===== src/rtl/spi_flash_id_responder.sv =====
// spi_flash_id_responder: oversampled SPI mode-0 slave that answers RDID (0x9F)
// with manufacturer ID, memory type and capacity, then 8'h00 for any over-read.
module spi_flash_id_responder #(
    parameter logic [7:0]  MAN_ID      = 8'h20,
    parameter logic [7:0]  MEM_TYPE    = 8'h20,
    parameter logic [7:0]  MEM_CAP     = 8'h15,
    parameter int unsigned SYNC_STAGES = 2
) (
    input  logic       CCLK,
    input  logic       reset_n,
    input  logic       SPICLK,
    input  logic       SPIMOSI,
    input  logic       cs_n,
    output logic       SPIMISO,
    output logic       miso_oe,
    output logic [7:0] cmd_byte,
    output logic       cmd_valid,
    output logic       bad_cmd,
    output logic       rdid_done,
    output logic       busy
);

    localparam logic [7:0] RDID_OP = 8'h9F;

    typedef enum logic [1:0] {
        IDLE,
        CMD,
        ID_OUT,
        IGNORE
    } state_t;

    // synchronizer chains; the output end is bit SYNC_STAGES-1
    logic [SYNC_STAGES-1:0] sck_sync;
    logic [SYNC_STAGES-1:0] mosi_sync;
    logic [SYNC_STAGES-1:0] cs_sync;
    logic                   sck_prev;
    logic                   cs_prev;

    logic sck_s;
    logic mosi_s;
    logic cs_s;
    logic sck_rise;
    logic sck_fall;
    logic cs_fall;
    logic cs_rise;

    state_t     state, state_n;
    logic [2:0] bit_cnt, bit_cnt_n;
    logic [1:0] byte_cnt, byte_cnt_n;
    logic [7:0] shreg, shreg_n;
    logic [7:0] tx_reg, tx_reg_n;
    logic       first_fall, first_fall_n;
    logic       miso_n;
    logic       oe_n;
    logic [7:0] cmd_byte_n;
    logic       cmd_valid_n;
    logic       bad_cmd_n;
    logic       rdid_done_n;

    // response byte for a given byte index; index 3 is the saturated 8'h00 phase
    function automatic logic [7:0] id_byte(input logic [1:0] idx);
        case (idx)
            2'd0:    id_byte = MAN_ID;
            2'd1:    id_byte = MEM_TYPE;
            2'd2:    id_byte = MEM_CAP;
            default: id_byte = 8'h00;
        endcase
    endfunction

    // pin synchronizers plus one extra sample for edge detection; cs_n idles high
    always_ff @(posedge CCLK or negedge reset_n) begin
        if (!reset_n) begin
            sck_sync  <= '0;
            mosi_sync <= '0;
            cs_sync   <= '1;
            sck_prev  <= 1'b0;
            cs_prev   <= 1'b1;
        end else begin
            sck_sync  <= {sck_sync[SYNC_STAGES-2:0], SPICLK};
            mosi_sync <= {mosi_sync[SYNC_STAGES-2:0], SPIMOSI};
            cs_sync   <= {cs_sync[SYNC_STAGES-2:0], cs_n};
            sck_prev  <= sck_s;
            cs_prev   <= cs_s;
        end
    end

    assign sck_s  = sck_sync[SYNC_STAGES-1];
    assign mosi_s = mosi_sync[SYNC_STAGES-1];
    assign cs_s   = cs_sync[SYNC_STAGES-1];

    // sck edges only count while the device is selected
    assign sck_rise = sck_s & ~sck_prev & ~cs_s;
    assign sck_fall = ~sck_s & sck_prev & ~cs_s;
    assign cs_fall  = ~cs_s & cs_prev;
    assign cs_rise  = cs_s & ~cs_prev;

    assign busy = ~cs_s;

    // FSM and datapath registers
    always_ff @(posedge CCLK or negedge reset_n) begin
        if (!reset_n) begin
            state      <= IDLE;
            bit_cnt    <= '0;
            byte_cnt   <= '0;
            shreg      <= '0;
            tx_reg     <= '0;
            first_fall <= 1'b0;
            SPIMISO    <= 1'b1;
            miso_oe    <= 1'b0;
            cmd_byte   <= '0;
            cmd_valid  <= 1'b0;
            bad_cmd    <= 1'b0;
            rdid_done  <= 1'b0;
        end else begin
            state      <= state_n;
            bit_cnt    <= bit_cnt_n;
            byte_cnt   <= byte_cnt_n;
            shreg      <= shreg_n;
            tx_reg     <= tx_reg_n;
            first_fall <= first_fall_n;
            SPIMISO    <= miso_n;
            miso_oe    <= oe_n;
            cmd_byte   <= cmd_byte_n;
            cmd_valid  <= cmd_valid_n;
            bad_cmd    <= bad_cmd_n;
            rdid_done  <= rdid_done_n;
        end
    end

    // next-state, shift and output logic; cs_rise overrides everything else
    always_comb begin
        logic [7:0] rx_next;
        logic [1:0] byte_next;
        logic [7:0] byte_val;

        state_n      = state;
        bit_cnt_n    = bit_cnt;
        byte_cnt_n   = byte_cnt;
        shreg_n      = shreg;
        tx_reg_n     = tx_reg;
        first_fall_n = first_fall;
        miso_n       = SPIMISO;
        oe_n         = miso_oe;
        cmd_byte_n   = cmd_byte;
        cmd_valid_n  = 1'b0;
        bad_cmd_n    = 1'b0;
        rdid_done_n  = 1'b0;
        rx_next      = {shreg[6:0], mosi_s};
        byte_next    = (byte_cnt == 2'd3) ? 2'd3 : byte_cnt + 2'd1;
        byte_val     = id_byte(byte_next);

        if (cs_rise) begin
            state_n      = IDLE;
            oe_n         = 1'b0;
            miso_n       = 1'b1;
            bit_cnt_n    = '0;
            byte_cnt_n   = '0;
            first_fall_n = 1'b0;
        end else begin
            case (state)
                IDLE: begin
                    oe_n   = 1'b0;
                    miso_n = 1'b1;
                    if (cs_fall) begin
                        bit_cnt_n = '0;
                        state_n   = CMD;
                    end
                end

                CMD: begin
                    if (sck_rise) begin
                        shreg_n   = rx_next;
                        bit_cnt_n = bit_cnt + 3'd1;
                        if (bit_cnt == 3'd7) begin
                            cmd_byte_n  = rx_next;
                            cmd_valid_n = 1'b1;
                            if (rx_next == RDID_OP) begin
                                tx_reg_n     = MAN_ID;
                                byte_cnt_n   = '0;
                                first_fall_n = 1'b1;
                                state_n      = ID_OUT;
                            end else begin
                                bad_cmd_n = 1'b1;
                                state_n   = IGNORE;
                            end
                        end
                    end
                end

                ID_OUT: begin
                    // bit_cnt counts bits already driven in the current byte;
                    // a wrap to 0 means the byte is finished and the next is due
                    if (sck_fall) begin
                        if (first_fall) begin
                            oe_n         = 1'b1;
                            miso_n       = tx_reg[7];
                            first_fall_n = 1'b0;
                            bit_cnt_n    = 3'd1;
                        end else if (bit_cnt == 3'd0) begin
                            tx_reg_n    = byte_val;
                            miso_n      = byte_val[7];
                            byte_cnt_n  = byte_next;
                            bit_cnt_n   = 3'd1;
                            rdid_done_n = (byte_cnt == 2'd2);
                        end else begin
                            tx_reg_n  = {tx_reg[6:0], 1'b0};
                            miso_n    = tx_reg[6];
                            bit_cnt_n = bit_cnt + 3'd1;
                        end
                    end
                end

                IGNORE: begin
                    oe_n   = 1'b0;
                    miso_n = 1'b1;
                end

                default: begin
                    state_n = IDLE;
                end
            endcase
        end
    end

endmodule


===== config.mk =====
export PLATFORM = sky130hd
export DESIGN_NAME = spi_flash_id_responder
export DESIGN_NICKNAME = d
export VERILOG_FILES = /design/src/rtl/spi_flash_id_responder.sv
export SDC_FILE = /design/constraint.sdc
export NUM_CORES = 1
export LEC_CHECK = 0
export CAP_MARGIN = 15
export CORE_MARGIN = 1.5
export CORE_UTILIZATION = 55
export CTS_CLUSTER_SIZE = 14
export DETAILED_ROUTE_END_ITERATION = 7
export PLACE_DENSITY = 0.85
export SKIP_LAST_GASP = 1
export SYNTH_ARGS = -nofsm -noshare
export SYNTH_HDL_FRONTEND = slang
export SYNTH_SLANG_ARGS = --single-unit

===== constraint.sdc =====
create_clock -name CCLK -period 3.15 [get_ports CCLK]
set_clock_uncertainty 0.2 [all_clocks]
set_input_delay 0.63 -clock CCLK [delete_from_list [all_inputs] [get_ports CCLK]]
set_output_delay 0.63 -clock CCLK [all_outputs]
set_load 0.005 [all_outputs]

# Word level (Yosys, flattened, before mapping)
# Index checks and enable logic that the tools add are counted.
[word_totals]
out_inout_bits = 14
elab_cells = 130
register_bits = 44
input_bits = 5
[op_classes]
n_eq_ne = 22
addsub = 2
n_bitwise = 11
n_mux = 59
reduce_logical = 19
[op_table]
columns = ["operator", "n"]
rows = [
  ["$mux W8", 6],
  ["$mux W1", 27],
  ["$mux W2", 12],
  ["$ne A3 B3 Y1 const B", 8],
  ["$mux W3", 6],
  ["$pmux W8 S2", 1],
  ["$reduce_and A7 Y1", 2],
  ["$pmux W6 S2", 1],
  ["$reduce_and A4 Y1", 3],
  ["$eq A2 B2 Y1 const B", 5],
  ["$ne A2 B2 Y1 const B", 5],
  ["$pmux W3 S3", 1],
  ["$reduce_bool A3 Y1", 3],
  ["$eq A8 B8 Y1 const B", 1],
  ["$pmux W2 S2", 2],
  ["$and A1 B1 Y1", 6],
  ["$pmux W1 S2", 3],
  ["$reduce_and A3 Y1", 2],
  ["$not A1 Y1", 5],
  ["$reduce_and A5 Y1", 1],
  ["$eq A2 B1 Y1 const B", 2],
  ["$logic_not A2 Y1", 2],
  ["$reduce_bool A4 Y1", 1],
  ["$reduce_or A2 Y1", 2],
  ["other kinds (6)", 6],
]

# Logic depth before layout (Yosys ltp)
[depth]
depth_word = 9
ltp_mapped = 8
depth_no_buf = 7

# Worst setup path after synthesis
# OpenSTA, ideal clock, no wires.
[synth_timing]
path_kind = "register to register"
start = "reg cs_sync[1]"
end = "reg shreg[0]"
setup_ns = 0.125
path_slack_ns = 1.126
period_less_slack_ns = 2.024
arrival_time_ns = 1.700
n_path_buf = 2
path_stages_with_launch = 7
t_required_ns = 2.825
cell_sequence = "dfstp_2 ha_1 clkbuf_1 nand2b_1 or2_1 clkbuf_1 mux2_2"
[synth_via]
elab_chain_cells = 3
elab_cells_between_ends = 5
classes_between = "bitwise: 4; reduce/logical: 1"
[synth_lines]
columns = ["element", "line_no", "text"]
rows = [
  ["start, declared", "35", "logic [SYNC_STAGES-1:0] cs_sync;"],
  ["start signal, assigned", "81", "cs_sync <= {cs_sync[SYNC_STAGES-2:0], cs_n};"],
  ["$and A1 B1 Y1 or $not A1 Y1 (tied branches)", "95, 92", ""],
  ["$not A1 Y1 (no source line) or $and A1 B1 Y1 (tied branches)", "n/a", ""],
  ["$reduce_and A3 Y1 (no source line) (*)", "n/a", ""],
  ["end signal, assigned", "118", "shreg <= shreg_n;"],
  ["end, declared", "50", "logic [7:0] shreg, shreg_n;"],
]
# Every way passes the cells marked *; elsewhere a longest branch is shown, timed or not.
# A chain may end at the register's enable or synchronous reset.

# Worst setup path in the final report
[layout_timing]
start = "reg state[0]"
end = "reg bit_cnt[1]"
[layout_via]
elab_chain_cells = 3
elab_cells_between_ends = 10
classes_between = "eq/ne: 5; mux: 2; reduce/logical: 3"
[layout_lines]
columns = ["element", "line_no", "text"]
rows = [
  ["start, declared", "47", "state_t state, state_n;"],
  ["start signal, assigned", "115", "state <= state_n;"],
  ["$eq A2 B2 Y1 (tied with other cells)", "160", "case (state)"],
  ["$ne A3 B3 Y1 (no source line) (tied with other cells)", "n/a", ""],
  ["$reduce_and A4 Y1 (no source line) or $mux W3 (tied branches)", "n/a", ""],
  ["end signal, assigned", "116", "bit_cnt <= bit_cnt_n;"],
  ["end, declared", "48", "logic [2:0] bit_cnt, bit_cnt_n;"],
]
# Parallel ways exist; a longest one is shown, timed or not.

==> impl_metrics.ini <==
[floorplanning]
die_w_um = 63.8
core_mm2 = 0.00344
start_util_pct = 59.1
die_area_mm2 = 0.00407
ios = 19
rows = 21
die_h_um = 63.8

[power_and_ir_drop]
leakage_nw = 1.07
power.share.clock_pct = 23.4
ir_drop_mv = 0.332
power_frac_seq_pct = 50.1
p_switching_uw = 486
switching_share_pct = 33.7
cellInternalPower_uw = 955
power_per_cell_area_mw_per_mm2 = 623
combPwrFrac_pct = 26.5

[cts]
clockBufferDepth = 2
clk_latency_ps = 300
cts.clk_slew.worst_paths_ps = 80
tritoncts = built
clockRootBuffer = clkbuf_8
cts_htree_levels = 2
cts_resized = 0
cts_hold_buf = 0
post-cts-setup-buffer-count = 0
cts_buffers = 5
cts.sinks = 44

[logic_synthesis]
yosysUniqueCellTypes = 43
syn_inst = 172
syn_avg_cell_area_um2 = 11.8
synthesis.area_mm2 = 0.00203
syn-num-nets = 184
ys_ff_latch = 44
synth-edff-count = 0
synth.top_cell.area_share_pct = 49.2
async_reset_ff_share_pct = 100
yosysTopAreaCell = dfrtp_1
synth_ff_type = dfrtp_1
synth_area_leaders = dfrtp_1 (49%), mux2_2 (8.9%), dfstp_2 (5.2%)
synth-warning-count = 0
seq_area_frac_synth_pct = 54.4

[placed_design]
dp_hpwl_um = 2510
globalplace.congestion = 0.792
pre_cts_slack_ps = 872
port_buffers = 18

[detailed_routing]
ant_nets = 0
remaining_drc_errors = 0
drt_iter0_drc = 106
post_drt_wl_per_cell_um = 15.0
via_per_inst = 5.74
wirelength_um = 3530
num_vias = 1354
first_pass_iters = 4

[global_route]
grt-busiest-layer = met2
grtUsageTotal_pct = 20.7
grt_use_met3_pct = 5.46
grt_pass1_vias = 1454
overflow = 0
use_met2_pct = 33.2
grt_pass1_wl_um = 6510
antenna_found_initial = 0
grt_max_degree = 45
met1_usage_pct = 26.3

[cells_and_area]
drive_gt1_share_pct = 22.6
area_growth_pct = 13.7
ff_latch_area_mm2 = 0.00111
final_nets = 201
n_antenna_cell = 0
fillCellCount = 252
multi_input_area_um2 = 857

[min_path]
hold_class = register to register

[timing]
rsz0062_at_grt = false
finalHoldViolations = 0
tns_ps = 0
finalSetupViolations = 0
fmaxAchievable_mhz = 422
worst_slack_ps = 782
period_minus_slack_ps = 2370
tightest_slew_ps = 916
relSlewSlack_pct = 38.9
fin_crit_sh_pct = 75.2
finalMaxSlewViolations = 0

[critical_path]
crit_required_ps = 3190
cp-start-kind = register
worst-path-max-fanout = 18
critPathKind = register to register
cp.arrival_ps = 2410
end_kind = register

[job]
max-cap-violations = 0

[status]
status = finished clean
power by group through the flow:
stage | combinational (mW) | clock [mW] | sequential [mW]
after global placement | 0.359 | 0 | 0.720
after global routing | 0.420 | 0.377 | 0.732
final | 0.381 | 0.338 | 0.722
after detailed placement | 0.373 | 0 | 0.730
after floorplan | 0.305 | 0 | 0.696
after CTS | 0.377 | 0.350 | 0.718
worst max-delay path, cell delays in order (launching register included):
cell and delay [ps]:
dfrtp_1 430, inv_1 110, ha_1 560, nor2_1 160
a21oi_1 190, nand3_1 190, nor3_1 300, a22o_1 160
worst paths after layout:
path / from / to / slack (ps) / cells after the start
min in group asynchronous: reset_n / shreg[3]$_DFFE_PN0P_ / 260 / 1
worst max register to register: state[0]$_DFFE_PN0P_ / bit_cnt[1]$_DFFE_PN0P_ / 780 / 7
max in group asynchronous: reset_n / bit_cnt[1]$_DFFE_PN0P_ / 1920 / 1
worst max-delay path: state[0]$_DFFE_PN0P_ / bit_cnt[1]$_DFFE_PN0P_ / 780 / 7
worst min register to register: mosi_sync[0]$_DFF_PN0_ / mosi_sync[1]$_DFF_PN0_ / 150 / 0
worst min-delay path: mosi_sync[0]$_DFF_PN0_ / mosi_sync[1]$_DFF_PN0_ / 150 / 0
logic make-up after synthesis:
logic type	synth area share [%]
buf+inv	3.45
simple gates	14.5
fa+ha+maj	4.31
mux	8.86
compound gates	14.5
flops	54.4
metrics by stage:
step	power (mW)	instance area, um^2	utilization, %	hold WS, ps	instances
2_1_floorplan	1.00	2030	-	131	172
3_3_place_gp	1.08	2230	64.7	133	228
3_5_place_dp	1.10	2230	64.7	140	228
4_1_cts	1.45	2310	67.1	159	236
5_1_grt	1.53	2310	67.1	172	236
6_report	1.44	2310	67.1	155	236
synthesized netlist by cell type (all sizes together), types with 2 or more instances:
cell type	instances
nor2	9
buf	3
dfstp	4
a22o	2
o41ai	2
inv	8
nand4b	3
nand2	9
clkbuf	5
dfrtp	40
ha	7
o21ai	14
nor3	4
a21o	3
a21oi	8
nand3	10
nand2b	5
or3b	2
mux2	16
nor2b	2
a221oi	2
metal layers:
metal | vias up | part of all wire [%]
li1 | 651 | -
met5 | - | 0
met1 | 669 | 44
met2 | 25 | 51
met4 | 0 | 1.8
met3 | 9 | 3.4
layout make-up:
cell class              count  area share (%)
clock buffers               6            3.14
clock inverters             2           0.541
inverters                   8            1.30
multi-input cells         112            37.1
flip-flops and latches     44            47.9
well taps                  46            2.49
repair buffers             18            7.58
layout by cell type, fill, tap and decap left out, drive strengths merged, types with 4 or more instances in the layout:
cell           synthesis  layout
nand2                  9       9
nand2b                 5       5
nor3                   4       4
nand3                 10      10
dfrtp                 40      40
ha                     7       7
dfstp                  4       4
nor2                   9       9
inv                    8       8
clkbuf                 5       6
mux2                  16      16
clkdlybuf4s50          0      17
a21oi                  8       8
o21ai                 14      14
Power figures use the tool's default switching activity.
